===== config.mk =====
export PLATFORM = sky130hd
export DESIGN_NAME = tone_detector
export DESIGN_NICKNAME = d
export VERILOG_FILES = /design/src/rtl/tone_detector.sv
export SDC_FILE = /design/constraint.sdc
export NUM_CORES = 1
export LEC_CHECK = 0
export ABC_AREA = 1
export CAP_MARGIN = 0
export CORE_UTILIZATION = 56
export CTS_CLUSTER_SIZE = 28
export DETAILED_ROUTE_END_ITERATION = 8
export PLACE_DENSITY = 0.79
export SLEW_MARGIN = 0
export SYNTH_ARGS = -nofsm -noshare
export SYNTH_HDL_FRONTEND = slang
export SYNTH_SLANG_ARGS = --single-unit

===== constraint.sdc =====
create_clock -name clk -period 2.5 [get_ports clk]
set_input_delay 0.5 -clock clk [delete_from_list [all_inputs] [get_ports clk]]
set_output_delay 0.5 -clock clk [all_outputs]
set_load 0.005 [all_outputs]

===== src/rtl/tone_detector.sv =====
// Tone detector: measures the rise-to-rise period of an asynchronous square wave
// and declares lock after LOCK_CNT consecutive periods within TOL of 2*HALF_PERIOD.
module tone_detector #(
    parameter int IN_CLK      = 50000000,
    parameter int HALF_PERIOD = 100000,
    parameter int TOL         = 2000,
    parameter int LOCK_CNT    = 4
) (
    input  logic        clk,
    input  logic        rst,
    input  logic        sig_in,
    output logic [26:0] period,
    output logic        period_valid,
    output logic        tone_ok,
    output logic        led
);
    localparam int CW = 27;
    localparam int MW = $clog2(LOCK_CNT + 1);
    localparam int P  = 2 * HALF_PERIOD;

    localparam logic [CW-1:0] LO     = (P > TOL) ? CW'(P - TOL) : '0;
    localparam logic [CW-1:0] HI     = CW'(P + TOL);
    localparam logic [CW-1:0] TMO    = CW'(2 * P);
    localparam logic [CW-1:0] CMAX   = '1;
    localparam logic [MW-1:0] LOCK_M = MW'(LOCK_CNT);

    // IN_CLK only documents the intended clock; it does not shape any logic.
    if (IN_CLK < 1) begin : g_no_clk
    end

    typedef enum logic [1:0] {IDLE, MEASURE, LOCKED} state_t;

    state_t          state, state_n;
    logic [CW-1:0]   cnt, cnt_n;
    logic [MW-1:0]   match, match_n;
    logic [CW-1:0]   period_n;
    logic            pv_n, tok_n;
    logic            s0, s1, s2, rise;
    logic            in_tol;

    // Two-flop synchronizer, one edge-history flop, and a registered rise strobe.
    always_ff @(posedge clk) begin
        if (rst) begin
            s0   <= 1'b0;
            s1   <= 1'b0;
            s2   <= 1'b0;
            rise <= 1'b0;
        end else begin
            s0   <= sig_in;
            s1   <= s0;
            s2   <= s1;
            rise <= s1 & ~s2;
        end
    end

    assign in_tol = (cnt >= LO) && (cnt <= HI);

    always_comb begin
        state_n  = state;
        cnt_n    = cnt;
        match_n  = match;
        period_n = period;
        pv_n     = 1'b0;
        tok_n    = tone_ok;
        case (state)
            IDLE: begin
                cnt_n   = '0;
                match_n = '0;
                tok_n   = 1'b0;
                if (rise) begin
                    state_n = MEASURE;
                    cnt_n   = CW'(1);
                end
            end
            MEASURE, LOCKED: begin
                cnt_n = (cnt == CMAX) ? cnt : cnt + CW'(1);
                if (rise) begin
                    // A rise wins over a coincident timeout.
                    cnt_n    = CW'(1);
                    period_n = cnt;
                    pv_n     = 1'b1;
                    if (in_tol) begin
                        if (state == MEASURE) begin
                            if (match + MW'(1) == LOCK_M) begin
                                state_n = LOCKED;
                                tok_n   = 1'b1;
                                match_n = LOCK_M;
                            end else begin
                                match_n = match + MW'(1);
                            end
                        end
                    end else begin
                        state_n = MEASURE;
                        match_n = '0;
                        tok_n   = 1'b0;
                    end
                end else if (cnt == TMO) begin
                    state_n = IDLE;
                    cnt_n   = '0;
                    match_n = '0;
                    tok_n   = 1'b0;
                end
            end
            default: begin
                state_n = IDLE;
                cnt_n   = '0;
                match_n = '0;
                tok_n   = 1'b0;
            end
        endcase
    end

    always_ff @(posedge clk) begin
        if (rst) begin
            state        <= IDLE;
            cnt          <= '0;
            match        <= '0;
            period       <= '0;
            period_valid <= 1'b0;
            tone_ok      <= 1'b0;
        end else begin
            state        <= state_n;
            cnt          <= cnt_n;
            match        <= match_n;
            period       <= period_n;
            period_valid <= pv_n;
            tone_ok      <= tok_n;
        end
    end

    assign led = tone_ok;

endmodule

# Word-level counts from Yosys, hierarchy flattened
# Index checks and enable logic that the tools add are counted.
[op_classes]
add_sub_neg = 2
magnitude_cmp = 2
n_eq_ne = 12
mux = 23
n_bitwise = 3
reduce_logical = 9
[op_table]
columns = ["operator", "count"]
rows = [
  ["$mux W27", 3],
  ["$pmux W27 S2", 1],
  ["$add A27 B1 Y27 const B", 1],
  ["$eq A27 B19 Y1 const B", 1],
  ["$eq A27 B27 Y1 const B", 1],
  ["$ge A27 B18 Y1 const B", 1],
  ["$le A27 B18 Y1 const B", 1],
  ["$mux W3", 5],
  ["$mux W2", 6],
  ["$ne A4 B4 Y1 const B", 3],
  ["$mux W1", 7],
  ["$ne A3 B2 Y1 const B", 2],
  ["$pmux W2 S2", 1],
  ["$reduce_and A2 Y1", 2],
  ["$reduce_and A4 Y1", 1],
  ["$reduce_or A2 Y1", 2],
  ["$add A3 B1 Y3 const B", 1],
  ["$eq A3 B3 Y1 const B", 1],
  ["$ne A3 B3 Y1 const B", 1],
  ["$reduce_and A3 Y1", 1],
  ["$eq A2 B1 Y1 const B", 1],
  ["$eq A2 B2 Y1 const B", 1],
  ["$logic_not A2 Y1", 1],
  ["$ne A2 B2 Y1 const B", 1],
  ["other kinds (4)", 5],
]
[word_totals]
reg_bits = 65
input_bits = 3
output_inout_bits = 30
elab_cells = 61

# Logic depth before layout (Yosys ltp)
[logic_depth]
word_depth = 7
mapped_depth = 15

# Least setup slack after synthesis
# Ideal clock, no wire load.
[synth_timing]
kind = "register -> register"
from = "register state[1]"
to = "register period[0]"
setup_ps = 122
arrival_ps = 1613
path_slack_ps = 765
stages_incl_launch_ff = 9
n_path_buf = 3
synth_period_minus_slack_ps = 1735
path_cell_list = "dfxtp_1 -> inv_1 -> ha_1 -> buf_2 -> nand2_1 -> inv_1 -> clkbuf_1 -> buf_2 -> a21oi_1"
[synth_between]
elab_chain_len = 3
word_cells_on_any_way = 4
cone_classes = "2 x eq/ne; 2 x reduce/logical"
[synth_lines]
columns = ["element", "line_no", "text"]
rows = [
  ["start: declaration", "33", "state_t state, state_n;"],
  ["start signal: assignment", "122", "state <= state_n;"],
  ["$eq A2 B1 Y1 / $eq A2 B2 Y1 (equally long branches)", "65", "case (state)"],
  ["$reduce_or A2 Y1 *", "65", ""],
  ["$reduce_and A2 Y1 (no line) *", "n/a", ""],
  ["end signal: assignment", "125", "period <= period_n;"],
  ["end: declaration", "12", "output logic [26:0] period,"],
]
# Mark *: on every way between the ends. The rest lies on a longest branch, timed or not.
# A chain may end at the register's enable or synchronous reset.

# Final worst setup path
[layout_timing]
from = "register state[1]"
to = "register period[6]"
# The elaborated chain is that of the path after synthesis.

==> metrics list <==
* Number of DRC violations after detailed routing: 4
* Initial antenna violation count: 0
- The post-route netlist has between 10% and 20% of its cells at a drive strength greater than 1.
- The clock drives 65 sinks.
- The critical path is of the register to register type.
* List of most frequent post-synthesis cells: nor2_1, nand2_1, dfxtp_1, inv_1, nand3_1
- Top area cells in the synthesized netlist: dfxtp_1, nor2_1, nand2_1
- STA classifies the critical path startpoint as a register.
* Die Area: ~7000 um2
- Post-cts hold buffer count: 0
* Vias in the first global route: between 3000 and 4000
- Number of setup violations in the final report: 0
- For the final database, setup skew stands at approximately 0.008 ns.
* Placeable core region: 6420 um2
- Post-route minimum period: around 2.1 ns
- TritonCTS Buffers: 9
- For this configuration, the core starts out at a cell density of 58.6%.
- RSZ-0062 raised after global routing: no
* Post_cts resized: 0
- Number of endpoints with negative hold slack in the final report: 0
* Setup crit end kind: register
- Along the worst path, the maximum fanout reaches 35.
- Leading register cell type out of synthesis: dfxtp_1
- Sequential-to-total area share from yosys stat: 34.6%
- During synthesis, Yosys emitted a total of 0 warnings.
- The later pin in the worst-skew pair is clocked with a latency of 0.35 ns.
- Cell at the root of the clock tree: clkbuf_8
- Post-synthesis cell area: ~3800 um2
* Post-synth top area share: between 30% and 40%
* Worst Hold Slack: between 0.4 and 0.5 ns
* Largest net degree at the start of global routing: 36
* Total vias in the final route: ~3800
- Number of synthesized register bits: 65
* ANT nets after route: 0
* Met1 layer usage reported by global route: 41.0%
* Area added between synthesis and finish: 15.6%
* Hold/Removal Path Class: register to register
- Setup tns final: 0 ns
* Arrival time at the worst endpoint: around 2.4 ns
* Pwr Density: 598 nW/um2
- Nets in the synthesized netlist: around 560
- CTS tree: done
- After global routing, the most crowded layer is met2.
* Relative max-transition margin: 50.7%
- HPWL after detailed placement: around 7700 um
- The final reports fail on design-rule violations.
- Dividing the detail-routed wire length by the instance count gives 15.9 um.
- Data on the critical path is required at its endpoint by ~2.8 ns.
* GR met2 Demand/Resource: slightly below 50%
* Number of max-slew violations in the final report: 0
- Maximum capacitance violations: 0
* Leading cell type by number of instances after synthesis: nor2_1
- Portion of the clock cycle consumed by the worst path in the final layout: around 84%
- Leakage power summed over all cells: 1.69 nW
- Setup bufs post-CTS: 0
- Routability cong.: 1.02
- For this run, global-route usage on met3 was measured as 5.84%.
* FFs w/ async S/R, synth: 0%
- Overall Global Routing Usage: roughly 31%
- Using the TritonRoute via totals, the vias-per-cell ratio works out to ~5.8.
* Number of buffers added on ports: 32
- CTS max path bufs: 2
- Row generation in the floorplan step produced 29 rows.
* Ant. Diodes: 0
* Maximum vdd ir drop: slightly below 0.0005 V
* Detailed Route Iter0 Violations: 394
- Summed over all layers, the routed wires come to about 10000 um.
- Boundary pin count: 33
* Iteration count of the initial detailed-routing pass: 9
* Number of levels the H-tree was split into: 3
- Slew at the pin closest to its max-slew limit: 0.738 ns
- The first global-routing pass estimated roughly 17000 um of wire.
* Run status: finished, violations left
- Number of different library cells in the post-synthesis netlist: 34
- Counting every instance in the synthesized netlist gives 546.
- Die span in x: 84.0 um
- Clock-pin slew on the worst setup and hold paths: 0.07 ns
- Based on the critical path, the design can be clocked at up to around 480 MHz.
- Counting flops with a built-in enable in the synthesized netlist gives 0.
* Gr ovfl total: 0
* Leading area contributor after synthesis: dfxtp_1
* Die Y-Extent: roughly 84 um
- Synthesized area per cell: between 6 and 7 um2
- Number of nets in the finished design: 584
==> layer usage <==
layer  vias up  routed length (um)
met4         0                 287
li1       1826                   -
met1      1744                4440
met3        33                 956
met5         -                   0
met2       195                4720
==> metrics by stage <==
step                setup slack, ns  total power [mW]  utilization, %  instance area (um2)  instances
floorplan                     0.765              1.48               -                 3760        546
global placement              0.497              1.62            64.4                 4140        639
detailed placement            0.461              1.64            64.4                 4140        639
CTS                           0.445              2.59            67.8                 4350        654
global route                  0.214              2.70            67.8                 4350        654
finish                        0.406              2.60            67.8                 4350        654
==> cells by family after synthesis <==
logic type | share of synthesized area (%)
xor+xnor | 3.95
simple gates | 36.0
flops | 34.6
compound gates | 13.8
buf+inv | 9.07
fa+ha+maj | 2.66
==> power breakdown <==
group          total (mW)  internal, mW  leakage [nW]  switching (mW)
clock network       0.968         0.562         0.112           0.406
registers            1.11          1.08         0.525          0.0319
logic               0.521         0.168          1.05           0.353
total                2.60          1.81          1.69           0.791
==> layout make-up <==
class,instances,area [um2]
sequential,65,1300
inverter,62,233
timing repair buffer,39,385
clock inverter,2,35.0
tap,77,96.3
clock buffer,13,179
fill,559,2070
multi-input combinational,396,2120
==> final timing paths <==
path / from / to / slack, ns / cells after the start
max: state[1]$_SDFFE_PP0P_ / period[6]$_SDFFE_PP0P_ / 0.41 / 7
min reg2reg: s2$_SDFF_PP0_ / rise$_SDFF_PP0_ / 0.40 / 1
max reg2reg: state[1]$_SDFFE_PP0P_ / period[6]$_SDFFE_PP0P_ / 0.41 / 7
min: s2$_SDFF_PP0_ / rise$_SDFF_PP0_ / 0.40 / 1
==> cell usage in the layout, fill, tap and decap left out, drive strengths merged, types with 17 or more instances in the layout <==
cell           synthesis  routed
a21oi                 52      52
nor3                  26      26
dfxtp                 65      65
clkdlybuf4s50          0      32
o21ai                 30      30
nand2                 95      95
inv                   61      61
nand3                 45      45
nor2                 100     100
nand4                 17      17
==> worst max-delay path, cell delays in order (launching register included) <==
cell,delay (ns)
dfxtp_1,0.39
inv_1,0.09
ha_1,0.34
nand2_1,0.25
inv_1,0.47
buf_12,0.24
o21ai_0,0.10
a21oi_1,0.13
==> registers in the layout, indices dropped and copies added, names as in the netlist <==
register      cells
cnt              27
period           27
match             3
state             2
led               1
period_valid      1
rise              1
s0                1
s1                1
s2                1
Power figures use the tool's default switching activity.
==> edit 1, RTL diff (same flow settings) <==
Encoding of `state_t`: now one-hot (3 bits for 3 states).
--- a/src/rtl/tone_detector.sv
+++ b/src/rtl/tone_detector.sv
@@ -30,3 +30,3 @@
 
-    typedef enum logic [1:0] {IDLE, MEASURE, LOCKED} state_t;
+    typedef enum logic [2:0] {IDLE = 3'b001, MEASURE = 3'b010, LOCKED = 3'b100} state_t;
 
Formal check against the unedited RTL: same outputs for any inputs over 10 cycles, from zero or initial values and one cycle with rst high; not proved beyond that.
==> edit 1 against the unedited design <==
Power down 5.4%. Synthesized cell count decreased by 9.9%. Synthesized area shrank 9.6%. Sequential share of layout area rose by 3.1 points. Hold slack gained 7.2 ps. Sequential power hardly changed. Setup slack improved by 51 ps. Sequential cell count up 1. Routed wire length decreased by 10%. Design area decreased by 8.1%. Largest power group unchanged.
==> edit 1: results (changes against the unedited design) <==
* CP Class: flop to flop
* Final Skew at 9.868 ps (+1.745 ps)
* Share of cells above drive strength 1 at 0.1094 (-0.03095)
* Post-synthesis sequential area ratio at 0.3882 (+0.04261)
* Maximum VDD drop at 0.0004046 V (-17%)
* Vias at 3460 (-8.9%)
* R2R setup slack at 460 ps (+50 ps)
* Final WL at 9333 um (-10%)
* Number of global-route vias before repair at 3219 (-11%)
* Worst Max-Slew Pin Slew at 599.6 ps (-138.7 ps)
* Antenna violations before repair at 0 (unchanged)
* NumNets Final at 532 (-8.9%)
* Worst skew pair latency at 360 ps
* Worst Path Arrival at 2290 ps (-80 ps)
* Worst R2R End: cnt[19]
* Initial drt markers at 307 (-22%)
* Global-route wire length before repair at 15290 um (-10%)
* CTS clk-pin slew, worst paths at 80 ps
* 1st-pass router iterations at 5 (-4)
* Ys async rst share at 0 (unchanged)
* Worst R2R Start: cnt[0]
* Fillers at 539 (-3.6%)
* Syn nets at 499 (-10%)
* Pin count of the biggest net entering global routing at 31 (-14%)
* Crit-path max FO at 10 (-71%)
* Hold Startpoint: s0
* Setup bufs post-CTS at 0 (unchanged)
* Status: complete, no violations
* Routability Congestion at 0.9670 (-5.6%)
* H-tree levels at 3 (unchanged)
* GRT Util Overall at 0.3132 (+0.001034)
* FF-to-FF path depth at 10 (+3)
* Num CTS Buffers at 9 (unchanged)
* Worst path max stage delay at 390 ps (-80 ps)
* Slowest CP cell: dfxtp_1
* Worst hold path endpoint: s1
* Leak Pwr at 1.561 nW (-7.7%)
* Post-synth top cells: nand2_1, dfxtp_1, inv_1, nor2_1, a21oi_1
* HPWL after detailed placement at 6935 um (-9.4%)
* Antenna Cells at 0 (unchanged)
* Worst Hold Depth at 2 (+1)
* Largest regs: cnt (27), period (27)
* Distinct cells, synth at 35 (+2.9%)
* Prevailing post-synth register cell: dfxtp_1
* Top post-synthesis cells by area: dfxtp_1, nand2_1, inv_1
## edit 1: cell count changes in the layout (fill, tap and decap cells not counted), moves of 4 or more
cell,delta
nor2_1,-31
a21oi_2,-20
nand3_1,-16
xor2_1,-16
a21oi_1,+15
inv_1,+9
o21ai_0,+7
a211oi_1,+5
clkbuf_8,-4
ha_1,-4
nand4_1,-4
## edit 1: stage by stage
| stage | worst slack (ps) | hold slack (ps) | instance area (um2) | std cells | util |
|---|---|---|---|---|---|
| after CTS | 476.6 | 407.6 | 3998 | 605 | 0.6792 |
| after floorplan | 800.9 | 372.8 | 3403 | 492 | - |
| final | 457.5 | 408.3 | 3998 | 605 | 0.6792 |
| after global placement | 508.8 | 381.7 | 3775 | 589 | 0.6414 |
| after detailed placement | 492.8 | 395.3 | 3775 | 589 | 0.6414 |
| after global routing | 291.2 | 422.8 | 3998 | 605 | 0.6792 |
## edit 1: area by class of cell
type                    instances  share of cell area
multi-input cells             343              0.4379
flip-flops and latches         66              0.3305
repair buffers                 36             0.08764
inverters                      69             0.06479
clock buffers                   9             0.03099
clock inverters                 7             0.02473
well taps                      75             0.02347
## edit 1: worst max path at each step
stage,endpoint,cells after the start
floorplan,cnt[19],10
global placement,cnt[18],10
detailed placement,cnt[19],10
CTS,cnt[18],10
global route,cnt[19],10
finish,cnt[19],10
## edit 1: logic make-up after synthesis
logic type	count (synthesis)	synth area share
DFF	66	0.3882
and+or+nand+nor	243	0.3474
AOI/OAI and AO/OA	96	0.1515
buffers and inverters	83	0.09816
adders and majority gates	4	0.01471
## edit 1: critical path: cells and delay by family (launching register included)
| family | cells | cell delay [ps] |
|---|---|---|
| DFF | 1 | 390 |
| AOI/OAI and AO/OA | 1 | 120 |
| buffers and inverters | 1 | 160 |
| adders and majority gates | 1 | 230 |
| and+or+nand+nor | 7 | 1020 |
## edit 1: power breakdown
group	internal [mW]	total [mW]	leakage [nW]	switching (mW)
Sequential	1.09	1.11	0.533	0.0251
Clock	0.570	1.03	0.111	0.457
Combinational	0.111	0.324	0.917	0.213
Total	1.77	2.46	1.56	0.695
## edit 1: routing by layer
layer,vias up,global-route usage,routed length [um]
met5,-,0,0
met4,0,0.1268,208
met3,25,0.06857,537
met2,142,0.5256,4483
met1,1609,0.3867,4104
li1,1684,-,-
==> edit 2, RTL diff (same flow settings) <==
Without the edit above. The parameter `LOCK_CNT` goes from 4 to 2.
--- a/src/rtl/tone_detector.sv
+++ b/src/rtl/tone_detector.sv
@@ -6,3 +6,3 @@
     parameter int TOL         = 2000,
-    parameter int LOCK_CNT    = 4
+    parameter int LOCK_CNT    = 2
 ) (
Check against the original RTL: same outputs for any inputs over 10 cycles, from zero or initial values and one cycle with rst high; that may be too few to reach the edited logic, so the function may still have changed.
==> edit 2 against the unedited design <==
Sequential cell count decreased by 1. Power is 0.42% higher. Non-clock buffer count up 1. Maximum frequency is 5.4% lower. Design area decreased by 1.8%. Synthesized area decreased by 2.6%. Clock power grew 5%. Setup slack worse by 120 ps. Routed wire length increased by 4.6%. Critical path type unchanged.
==> edit 2: results (changes against the unedited design) <==
* Status: complete, no violations
* Worst Max-Slew Pin Slew at 773.6 ps (+35.35 ps)
* 1st-pass router iterations at 5 (-4)
* Worst skew pair latency at 340 ps
* Crit. Startpoint: cnt[0]
* Setup bufs post-CTS at 0 (unchanged)
* Layout Cells excl Fill at 646 (-1.2%)
* Worst Path Arrival at 2480 ps (+110 ps)
* Crit end category: flop
* CTS clk-pin slew, worst paths at 70 ps (about the same)
* Leak Pwr at 1.641 nW (-2.9%)
* Final WL at 10880 um (+4.6%)
* Top post-synthesis cells by area: dfxtp_1, nand2_1, nor2_1
* Post-placement cell count at 630 (-1.4%)
* Share of cells above drive strength 1 at 0.1371 (-0.003299)
* R2R setup slack at 290 ps (-120 ps)
* Number of global-route vias before repair at 3565 (-1.4%)
* Min-Delay Path Class: flop to flop
* Port-buffer cells at 32 (unchanged)
* Largest family of logic cells by synthesized area: simple AND/OR/NAND/NOR gates
* Crit-path max FO at 18 (-49%)
* Distinct cells, synth at 32 (-5.9%)
* Post-synthesis sequential area ratio at 0.3495 (+0.003858)
* Global-route wire length before repair at 17930 um (+5.1%)
* Pint at 1.844 mW (+1.8%)
* Hold Startpoint: s2
* Largest regs: cnt (27), period (27)
* Adder-Cell Fraction of Synth Area at 0.02389 (-0.002696)
* Vias at 3783 (-0.39%)
* Maximum VDD drop at 0.0005015 V (+2.8%)
* NumNets Final at 574 (-1.7%)
* Ys async rst share at 0 (unchanged)
* Antenna Cells at 0 (unchanged)
* Warnings from Yosys at 0 (unchanged)
* Worst R2R End: cnt[14]
* Routability Congestion at 1.009 (-1.5%)
* Syn Inst Count at 535 (-2.0%)
* GRT Util Overall at 0.3311 (+0.01901)
* Initial drt markers at 388 (-1.5%)
* Syn nets at 545 (-2.2%)
* FF-to-FF path depth at 8 (+1)
* Antenna violations before repair at 0 (unchanged)
* Final Skew at 9.815 ps (+1.693 ps)
* HPWL after detailed placement at 8221 um (+7.4%)
* Post-synthesis compound-gate area fraction at 0.1451 (+0.007132)
* Pin count of the biggest net entering global routing at 53 (+47%)
* Post-Synth XOR/XNOR Area at 0.03345 (-0.006101)
* Max Buffers Root-to-Sink at 2 (unchanged)
* Post-synth top cells: nand2_1, nor2_1, dfxtp_1, inv_1, nand3_1
-- edit 2: cell count changes in the layout (fill, tap and decap cells not counted), moves of 4 or more --
| cell | delta |
|---|---|
| nor2_2 | +5 |
| nand2_1 | +5 |
| nand3_2 | +4 |
| nand3_1 | +6 |
| nor2_1 | -14 |
| a21oi_1 | +4 |
-- edit 2: final cells by class --
type	count	area, um2
fillers	571	2076
multi-input cells	389	2048
flip-flops and latches	64	1281
repair buffers	40	392.9
inverters	60	225.2
clock buffers	11	151.4
well taps	77	96.34
clock inverters	5	78.83
-- edit 2: kinds of logic after synthesis --
logic type / after synthesis
and+or+nand+nor: 279
AOI/OAI and AO/OA: 89
adders and majority gates: 7
DFF: 64
buffers and inverters: 82
xor gates and xnor gates: 14
-- edit 2: layer usage --
metal | part of all wire | up-vias | global-route usage
met1 | 0.44 | 1739 | 0.4652
met4 | 0.031 | 0 | 0.1317
met5 | 0 | - | 0
met2 | 0.44 | 200 | 0.5112
met3 | 0.093 | 34 | 0.04871
li1 | - | 1810 | -
-- edit 2: power by group through the flow --
stage	Sequential, mW	Clock [mW]	Combinational, mW
2_1_floorplan	1.12	0	0.330
3_3_place_gp	1.13	0	0.483
3_5_place_dp	1.13	0	0.482
4_1_cts	1.10	1.03	0.484
5_1_grt	1.11	1.07	0.546
6_report	1.10	1.02	0.492
-- edit 2: worst min path at each step --
stage           end  slack (ps)  depth (start not counted)
3_3_place_gp   rise         380                          1
2_1_floorplan  rise         370                          1
6_report       rise         390                          1
5_1_grt        rise         410                          1
3_5_place_dp   rise         380                          1
4_1_cts        rise         390                          1
-- edit 2: critical path, stage by stage (launching register included) --
cell and delay, ps:
dfxtp_1 520, ha_1 300, nand2_1 100, nor2_2 240, nand2_2 150, nor4_2 200
nand3_2 240, buf_12 250, a21oi_2 140
-- edit 2: per-stage QoR --
step	utilization	setup slack [ps]	area, um2
6_report	0.6731	285.8	4274
5_1_grt	0.6731	124.6	4274
4_1_cts	0.6731	305.9	4274
3_5_place_dp	0.6368	325.4	4044
3_3_place_gp	0.6368	362.6	4044
2_1_floorplan	-	814.4	3666
